===== config.mk =====
export PLATFORM = sky130hd
export DESIGN_NAME = blocking_port_arbiter
export DESIGN_NICKNAME = d
export VERILOG_FILES = /design/src/rtl/blocking_port_arbiter_pkg.sv /design/src/rtl/blocking_port_arbiter_rr_picker.sv /design/src/rtl/blocking_port_arbiter.sv
export SDC_FILE = /design/constraint.sdc
export NUM_CORES = 1
export LEC_CHECK = 0
export BUFFER_PORTS_ARGS = -buffer_cell sky130_fd_sc_hd__buf_2
export CAP_MARGIN = 10
export CORE_ASPECT_RATIO = 0.7
export CORE_UTILIZATION = 30
export DETAILED_ROUTE_END_ITERATION = 10
export PLACE_DENSITY = 0.66
export SETUP_SLACK_MARGIN = 0.05
export SLEW_MARGIN = 10
export SYNTH_ARGS = -nofsm -noshare
export SYNTH_HDL_FRONTEND = slang
export SYNTH_SLANG_ARGS = --single-unit

===== constraint.sdc =====
create_clock -name clk -period 4.3 [get_ports clk]
set_input_delay 0 -clock clk [delete_from_list [all_inputs] [get_ports clk]]
set_output_delay 0 -clock clk [all_outputs]
set_load 0.01 [all_outputs]

===== src/rtl/blocking_port_arbiter_pkg.sv =====
// Shared types and reset constants for the blocking port arbiter.
package blocking_port_arbiter_pkg;

  typedef enum logic [1:0] {
    ARB    = 2'd0,
    ACCEPT = 2'd1,
    SEND   = 2'd2
  } blocking_port_arbiter_SECTIONS;

  localparam int unsigned XFER_CNT_W = 32;

  localparam blocking_port_arbiter_SECTIONS SECTION_RST  = ARB;
  localparam logic [XFER_CNT_W-1:0]         XFER_CNT_RST = '0;

endpackage


===== src/rtl/blocking_port_arbiter_rr_picker.sv =====
// Round-robin picker: first asserted request at or after ptr, wrapping at N_REQ.
module rr_picker #(
  parameter int unsigned N_REQ = 4,
  parameter int unsigned IDX_W = $clog2(N_REQ)
) (
  input  logic [N_REQ-1:0] req,
  input  logic [IDX_W-1:0] ptr,
  output logic [IDX_W-1:0] winner_c,
  output logic             any_valid_c
);

  int idx;

  // Scan from farthest to nearest so the request closest to ptr is the last (winning) write.
  always_comb begin
    winner_c    = '0;
    any_valid_c = 1'b0;
    idx         = 0;
    for (int k = int'(N_REQ) - 1; k >= 0; k--) begin
      idx = int'(ptr) + k;
      if (idx >= int'(N_REQ)) idx = idx - int'(N_REQ);
      if (req[IDX_W'(idx)]) begin
        winner_c    = IDX_W'(idx);
        any_valid_c = 1'b1;
      end
    end
  end

endmodule


===== src/rtl/blocking_port_arbiter.sv =====
// Shares one blocking output channel between N_REQ blocking producers, one word per grant.
module blocking_port_arbiter
  import blocking_port_arbiter_pkg::*;
#(
  parameter  int unsigned N_REQ  = 4,
  parameter  int unsigned DATA_W = 32,
  localparam int unsigned IDX_W  = $clog2(N_REQ)
) (
  input  logic                    clk,
  input  logic                    rst,
  input  logic [N_REQ*DATA_W-1:0] req_data,
  input  logic [N_REQ-1:0]        req_sync,
  output logic [N_REQ-1:0]        req_notify,
  output logic [DATA_W-1:0]       out_data,
  input  logic                    out_sync,
  output logic                    out_notify,
  output logic [IDX_W-1:0]        grant_id,
  output logic [XFER_CNT_W-1:0]   xfer_cnt
);

  blocking_port_arbiter_SECTIONS section_q, section_d;
  logic [IDX_W-1:0]      ptr_q, ptr_d;
  logic [IDX_W-1:0]      grant_q, grant_d;
  logic [N_REQ-1:0]      req_notify_q, req_notify_d;
  logic                  out_notify_q, out_notify_d;
  logic [DATA_W-1:0]     out_data_q, out_data_d;
  logic [XFER_CNT_W-1:0] xfer_cnt_q, xfer_cnt_d;

  logic [IDX_W-1:0] winner_c;
  logic             any_valid_c;

  rr_picker #(
    .N_REQ (N_REQ),
    .IDX_W (IDX_W)
  ) u_picker (
    .req         (req_sync),
    .ptr         (ptr_q),
    .winner_c    (winner_c),
    .any_valid_c (any_valid_c)
  );

  // Next-state and registered-output logic for the ARB/ACCEPT/SEND sections.
  always_comb begin
    section_d    = section_q;
    ptr_d        = ptr_q;
    grant_d      = grant_q;
    req_notify_d = req_notify_q;
    out_notify_d = out_notify_q;
    out_data_d   = out_data_q;
    xfer_cnt_d   = xfer_cnt_q;

    unique case (section_q)
      ARB: begin
        req_notify_d = '0;
        if (any_valid_c) begin
          grant_d      = winner_c;
          req_notify_d = N_REQ'(1) << winner_c;
          section_d    = ACCEPT;
        end
      end
      ACCEPT: begin
        req_notify_d = '0;
        if (req_sync[grant_q]) begin
          out_data_d   = req_data[int'(grant_q)*DATA_W +: DATA_W];
          out_notify_d = 1'b1;
          section_d    = SEND;
        end else begin
          // Withdrawn before acceptance: ptr stays so the same requester keeps its priority.
          section_d = ARB;
        end
      end
      SEND: begin
        if (out_sync) begin
          out_notify_d = 1'b0;
          xfer_cnt_d   = xfer_cnt_q + XFER_CNT_W'(1);
          ptr_d        = (grant_q == IDX_W'(N_REQ - 1)) ? '0 : grant_q + IDX_W'(1);
          section_d    = ARB;
        end
      end
      default: section_d = ARB;
    endcase
  end

  always_ff @(posedge clk) begin
    if (!rst) begin
      section_q    <= SECTION_RST;
      ptr_q        <= '0;
      grant_q      <= '0;
      req_notify_q <= '0;
      out_notify_q <= 1'b0;
      out_data_q   <= '0;
      xfer_cnt_q   <= XFER_CNT_RST;
    end else begin
      section_q    <= section_d;
      ptr_q        <= ptr_d;
      grant_q      <= grant_d;
      req_notify_q <= req_notify_d;
      out_notify_q <= out_notify_d;
      out_data_q   <= out_data_d;
      xfer_cnt_q   <= xfer_cnt_d;
    end
  end

  assign req_notify = req_notify_q;
  assign out_notify = out_notify_q;
  assign out_data   = out_data_q;
  assign grant_id   = grant_q;
  assign xfer_cnt   = xfer_cnt_q;

endmodule

Word-level counts from Yosys, hierarchy flattened
Cells that the tools add are included.
{"block": "op_classes", "n_addsub": 9, "mul": 0, "n_div": 0, "magnitude_cmp": 9, "eq_ne": 6, "n_shift": 2, "n_mux": 36, "bitwise_logic": 0, "n_reduce_logical": 8}
{"op": "indexed part select 128 x 8 -> 32 bit", "n": 1}
{"op": "adder 32 x 1 -> 32 bit (second input constant)", "n": 1}
{"op": "2-to-1 mux 2 bit", "n": 12}
{"op": "< comparator 2 x 4 -> 1 bit (second input constant)", "n": 4}
{"op": "2-to-1 mux 1 bit", "n": 15}
{"op": "binary-select mux 1 bit (select 2 bit)", "n": 5}
{"op": ">= comparator 3 bit (second input constant)", "n": 3}
{"op": "case mux 4 bit (2 select lines)", "n": 1}
{"op": "AND reduction 2 bit", "n": 4}
{"op": "subtractor 2 x 1 -> 2 bit (second input constant)", "n": 4}
{"op": "adder 2 x 2 -> 3 bit (second input constant)", "n": 2}
{"op": "inequality test 2 bit (second input constant)", "n": 3}
{"op": "case mux 2 bit (3 select lines)", "n": 1}
{"op": "== test 2 bit (second input constant)", "n": 2}
{"op": "2-to-1 mux 4 bit", "n": 1}
{"op": "nonzero test 2 bit", "n": 2}
{"op": "left shift 1 x 2 -> 4 bit (first input constant)", "n": 1}
{"op": "adder 2 x 1 -> 3 bit (second input constant)", "n": 1}
{"op": ">= comparator 2 x 3 -> 1 bit (second input constant)", "n": 1}
{"op": "< comparator 2 x 3 -> 1 bit (second input constant)", "n": 1}
{"op": "AND reduction 3 bit", "n": 1}
{"op": "adder 2 x 1 -> 2 bit (second input constant)", "n": 1}
{"op": "== test 2 x 1 -> 1 bit (second input constant)", "n": 1}
{"op": "logical NOT 2 bit", "n": 1}
{"op": "case mux 1 bit (2 select lines)", "n": 1}
{"block": "word_totals", "register_bits": 75, "latchBits": 0, "mem_bits_rw": 0, "romBits": 0, "input_bits": 135, "output_inout_bits": 71, "elab_cells": 77, "n_memories": 0}

Depth between registers and ports, before layout
{"block": "logic_depth", "word_depth": 13, "ltp_mapped": 7, "depth_no_buf": 6}

Modules after synthesis
From an unflattened synthesis, not the netlist that was laid out.
{"block": "hier_totals", "cells_unflattened": 434, "hier_area_um2": 4171.5}
{"module": "blocking_port_arbiter", "instances": 1, "cells_per_inst": 421, "area_each_um2": 4093.9, "seq_area_each_um2": 1501.4}
{"module": "rr_picker", "instances": 1, "cells_per_inst": 13, "area_each_um2": 77.6, "seq_area_each_um2": 0.0}

Worst setup path after synthesis
OpenSTA, ideal clock, no wires.
{"block": "synth_timing", "path_kind": "register to register", "from": "register xfer_cnt_q[0] (netlist: xfer_cnt[0])", "to": "register xfer_cnt_q[28] (netlist: xfer_cnt[28])", "setup_time_ps": 59, "arrival_ps": 1803, "required_ps": 4241, "slack_ps": 2438, "path_stages_with_launch": 7, "path_buffers": 0, "synth_period_minus_slack_ps": 1862, "path_cell_list": "dfxtp_1 > ha_1 > nand3_1 > nor4_4 > nand4_2 > or4_1 > nand2_1"}
{"block": "synth_via", "elab_chain_cells": 1}
{"item": "from (decl)", "line_no": "blocking_port_arbiter.sv:27", "rtl": "logic [XFER_CNT_W-1:0] xfer_cnt_q, xfer_cnt_d;"}
{"item": "from (signal assigned)", "line_no": "blocking_port_arbiter.sv:100", "rtl": "xfer_cnt_q <= xfer_cnt_d;"}
{"item": "adder 32 x 1 -> 32 bit", "line_no": "blocking_port_arbiter.sv:75", "rtl": "xfer_cnt_d = xfer_cnt_q + XFER_CNT_W'(1);"}
No other way between the ends.
A chain may end at the register's enable or synchronous reset.

Worst setup path in the final report
{"block": "layout_timing", "from": "register grant_q[0] (netlist: grant_id[0])", "to": "register out_data_q[14] (netlist: out_data[14])"}
{"block": "layout_via", "elab_chain_cells": 3, "word_cells_on_any_way": 4, "cone_classes": "shift: 1; mux: 2; reduce/logical: 1"}
{"item": "from (decl)", "line_no": "blocking_port_arbiter.sv:23", "rtl": "logic [IDX_W-1:0] grant_q, grant_d;"}
{"item": "from (signal assigned)", "line_no": "blocking_port_arbiter.sv:96", "rtl": "grant_q <= grant_d;"}
{"item": "parallel branches: the longest is 3 deep, another holds indexed part select 128 x 8 -> 32 bit"}
{"item": "to (signal assigned)", "line_no": "blocking_port_arbiter.sv:99", "rtl": "out_data_q <= out_data_d;"}
{"item": "to (decl)", "line_no": "blocking_port_arbiter.sv:26", "rtl": "logic [DATA_W-1:0] out_data_q, out_data_d;"}
Parallel ways; which one is timed is not known. The select of a mux whose other input is x is not followed.

==> impl_metrics.ini <==
[logic_synthesis]
avgSynthCellArea_sq_um = 9.372
synth_area_sq_um = 3842
synth.distinct_cells = 46
synth_commonest_cells = nand2_1, dfxtp_1, a21oi_1
synth_seq_cells = 75
synth-async-reset-ratio = 0
synth_edf_count = 0
synth_top_area_share = 0.3908
syn_nets = 547
synth_area_leaders = dfxtp_1, mux4_2, nand2_1, a21oi_1, xor2_1
ys_seq_area_frac = 0.3908
yosysTopAreaCell = dfxtp_1
yosysWarnings = 0
yosysMostFrequentCell = nand2_1
syn_inst = 410
ys.flop_type = dfxtp_1

[setup_path]
critPathLaunchType = flip-flop
r2r-start = grant_id[0]
crit_required_ps = 4550
worstPathArrival_ps = 2660
crit_top_cell = nand2_1
slowest_stage = o21a_1
timing.reg2reg.setup_slack_ps = 1890
end_kind = flip-flop
crit_chain = buf_4, nand2_1, o21ai_0, o21a_1, nand2_1, a21oi_1
reg2regPathDepth = 6
crit_type = reg2reg
slowest_delay_ps = 880
path_max_fanout = 38
r2r_end = out_data[14]

[sta]
tns_ps = 0
fin_ws_ps = 1887
slew_viol_final = 0
tightestPinTransition_ps = 1080
rsz0062_at_grt = no
skew_ps = 9.009
min_period_ps = 2413
finalHoldViolCount = 0
finalSetupViolations = 0
post-route-period-util = 0.5611
fmax_ghz = 0.4144
slew_headroom = 0.2797

[hold_path]
hold_end = section_q[1]
min_path_cells = 3
hold_class = in2reg
min_from = out_sync

[pwr]
ir_worst_vdd_v = 0.0001876
p_leak_uw = 0.002334
powerDensity_nw_per_um2 = 343.7
power_uw = 1828

[placed_design]
gp_congestion = 0.7932
dpl_worst_slack_ps = 1835
hpwl_um = 8476
port_buffers = 205

[detailed_routing]
wire_per_inst_um = 14.33
postRouteAntennaNets = 0
viasPerCell = 4.887
via_count = 3773
drt_first_pass_iters = 6
wl_um = 11060
drt_iter0_markers = 159
drc = 0

[cts]
htreeDepth = 3
clkTransAtPathRegs_ps = 60
ctsHoldBuffers = 0
numCtsBuffers = 9
cts_resized = 0
clk_path_buf_depth = 2
cts_tree = built
cts_setup_buffers = 0
root_buffer = clkbuf_16
clock_sinks = 75
clk_latency_ps = 330

[outcome]
status = completed

[job]
drv_cap = 0

[floorplan]
die_y_um = 96.69
fp.dieW_um = 137.3
fp-row-count = 34
io_pins = 206
die-area_sq_um = 13270
core_area_sq_um = 12460
start_util = 0.3083

[finish]
drive_gt1_frac = 0.4393
areaGrowthSynthToFinish_pct = 38.46
n_fill_cell = 1240
diodes = 0
nets = 742

[grt]
grt_util_all_layers = 0.1691
grt_overflow = 0
grt_max_degree = 39
grt_pass1_wl_um = 17740
antenna_found_initial = 0
grt_pass1_vias = 3592
[layer usage]
| layer | part of all wire | track usage |
|---|---|---|
| met1 | 0.46 | 0.2332 |
| met5 | 0 | 0 |
| met3 | 0.072 | 0.04088 |
| met4 | 0.011 | 0.04480 |
| met2 | 0.45 | 0.2626 |
[stage by stage]
stage               area (sq um)  instances  hold WS, ps    util
floorplan                   3842        410        149.5       -
global placement            4996        756        361.1  0.4008
detailed placement          4996        756        373.6  0.4008
CTS                         5320        772        16.65  0.4268
global route                5320        772        26.37  0.4268
finish                      5320        772        32.00  0.4268
[report_power, final]
group | leakage, uW | switching [uW] | internal [uW] | total (uW)
Combinational | 0.00157 | 122 | 139 | 261
Sequential | 0.000609 | 23.6 | 722 | 745
Clock | 0.000156 | 310 | 512 | 822
Total | 0.00233 | 455 | 1370 | 1830
[layout make-up]
| cell class | instances | area, sq um | share of cell area |
|---|---|---|---|
| Clock buffer | 9 | 225.2 | 0.04233 |
| Sequential cell | 75 | 1504 | 0.2827 |
| Multi-Input combinational cell | 304 | 2215 | 0.4163 |
| Timing Repair Buffer | 208 | 1049 | 0.1971 |
| Tap cell | 162 | 202.7 | 0.03810 |
| Clock inverter | 7 | 98.84 | 0.01858 |
| Inverter | 7 | 26.28 | 0.004939 |
[state kept, by name, indices dropped and copies added (netlist names)]
register    flops
out_data       32
xfer_cnt       32
req_notify      4
grant_id        2
ptr_q           2
section_q       2
out_notify      1
[logic make-up after synthesis]
| family | count (synthesis) | synth area share |
|---|---|---|
| AND/OR/NAND/NOR | 183 | 0.2289 |
| adder cells (fa/ha/maj) | 2 | 0.006511 |
| flip-flops | 75 | 0.3908 |
| AO/OA/AOI/OAI | 58 | 0.08532 |
| buffers and inverters | 31 | 0.03387 |
| multiplexers | 35 | 0.1954 |
| XOR/XNOR | 26 | 0.05926 |
[cells in the final DEF (no fill, tap or decap), types with 2 or more instances in the layout]
| master | instances |
|---|---|
| nand4_1 | 6 |
| and3_1 | 4 |
| o21ai_0 | 6 |
| mux2i_1 | 3 |
| or4_1 | 2 |
| inv_6 | 2 |
| xor2_1 | 16 |
| mux4_2 | 32 |
| ha_1 | 2 |
| xnor2_1 | 10 |
| nand2b_1 | 4 |
| buf_2 | 205 |
| dfxtp_2 | 2 |
| inv_1 | 6 |
| clkbuf_16 | 9 |
| o31a_1 | 2 |
| nand3_1 | 16 |
| bufinv_16 | 2 |
| buf_4 | 3 |
| dfxtp_1 | 73 |
| nand2_1 | 88 |
| a21oi_1 | 39 |
| nor4_1 | 5 |
| nor2_1 | 36 |
| nand4b_1 | 2 |
| nor3_1 | 7 |
| o21a_1 | 2 |
[worst max-delay path: cells and delay by family (launching register included)]
family | cells | cell delay, ps
DFF | 1 | 340
and+or+nand+nor | 2 | 220
AOI/OAI and AO/OA | 3 | 1220
buffers and inverters | 1 | 530
[worst max-delay path by stage]
stage,start,to,depth (start not counted),slack [ps]
3_5_place_dp,grant_id[0],out_data[10],6,1840
3_3_place_gp,grant_id[0],out_data[10],6,1960
4_1_cts,grant_id[0],out_data[10],6,1820
6_report,grant_id[0],out_data[14],6,1890
5_1_grt,grant_id[0],out_data[8],6,1440
2_1_floorplan,xfer_cnt[0],xfer_cnt[28],6,2440
Note: power is estimated with default switching activity, not from simulation.
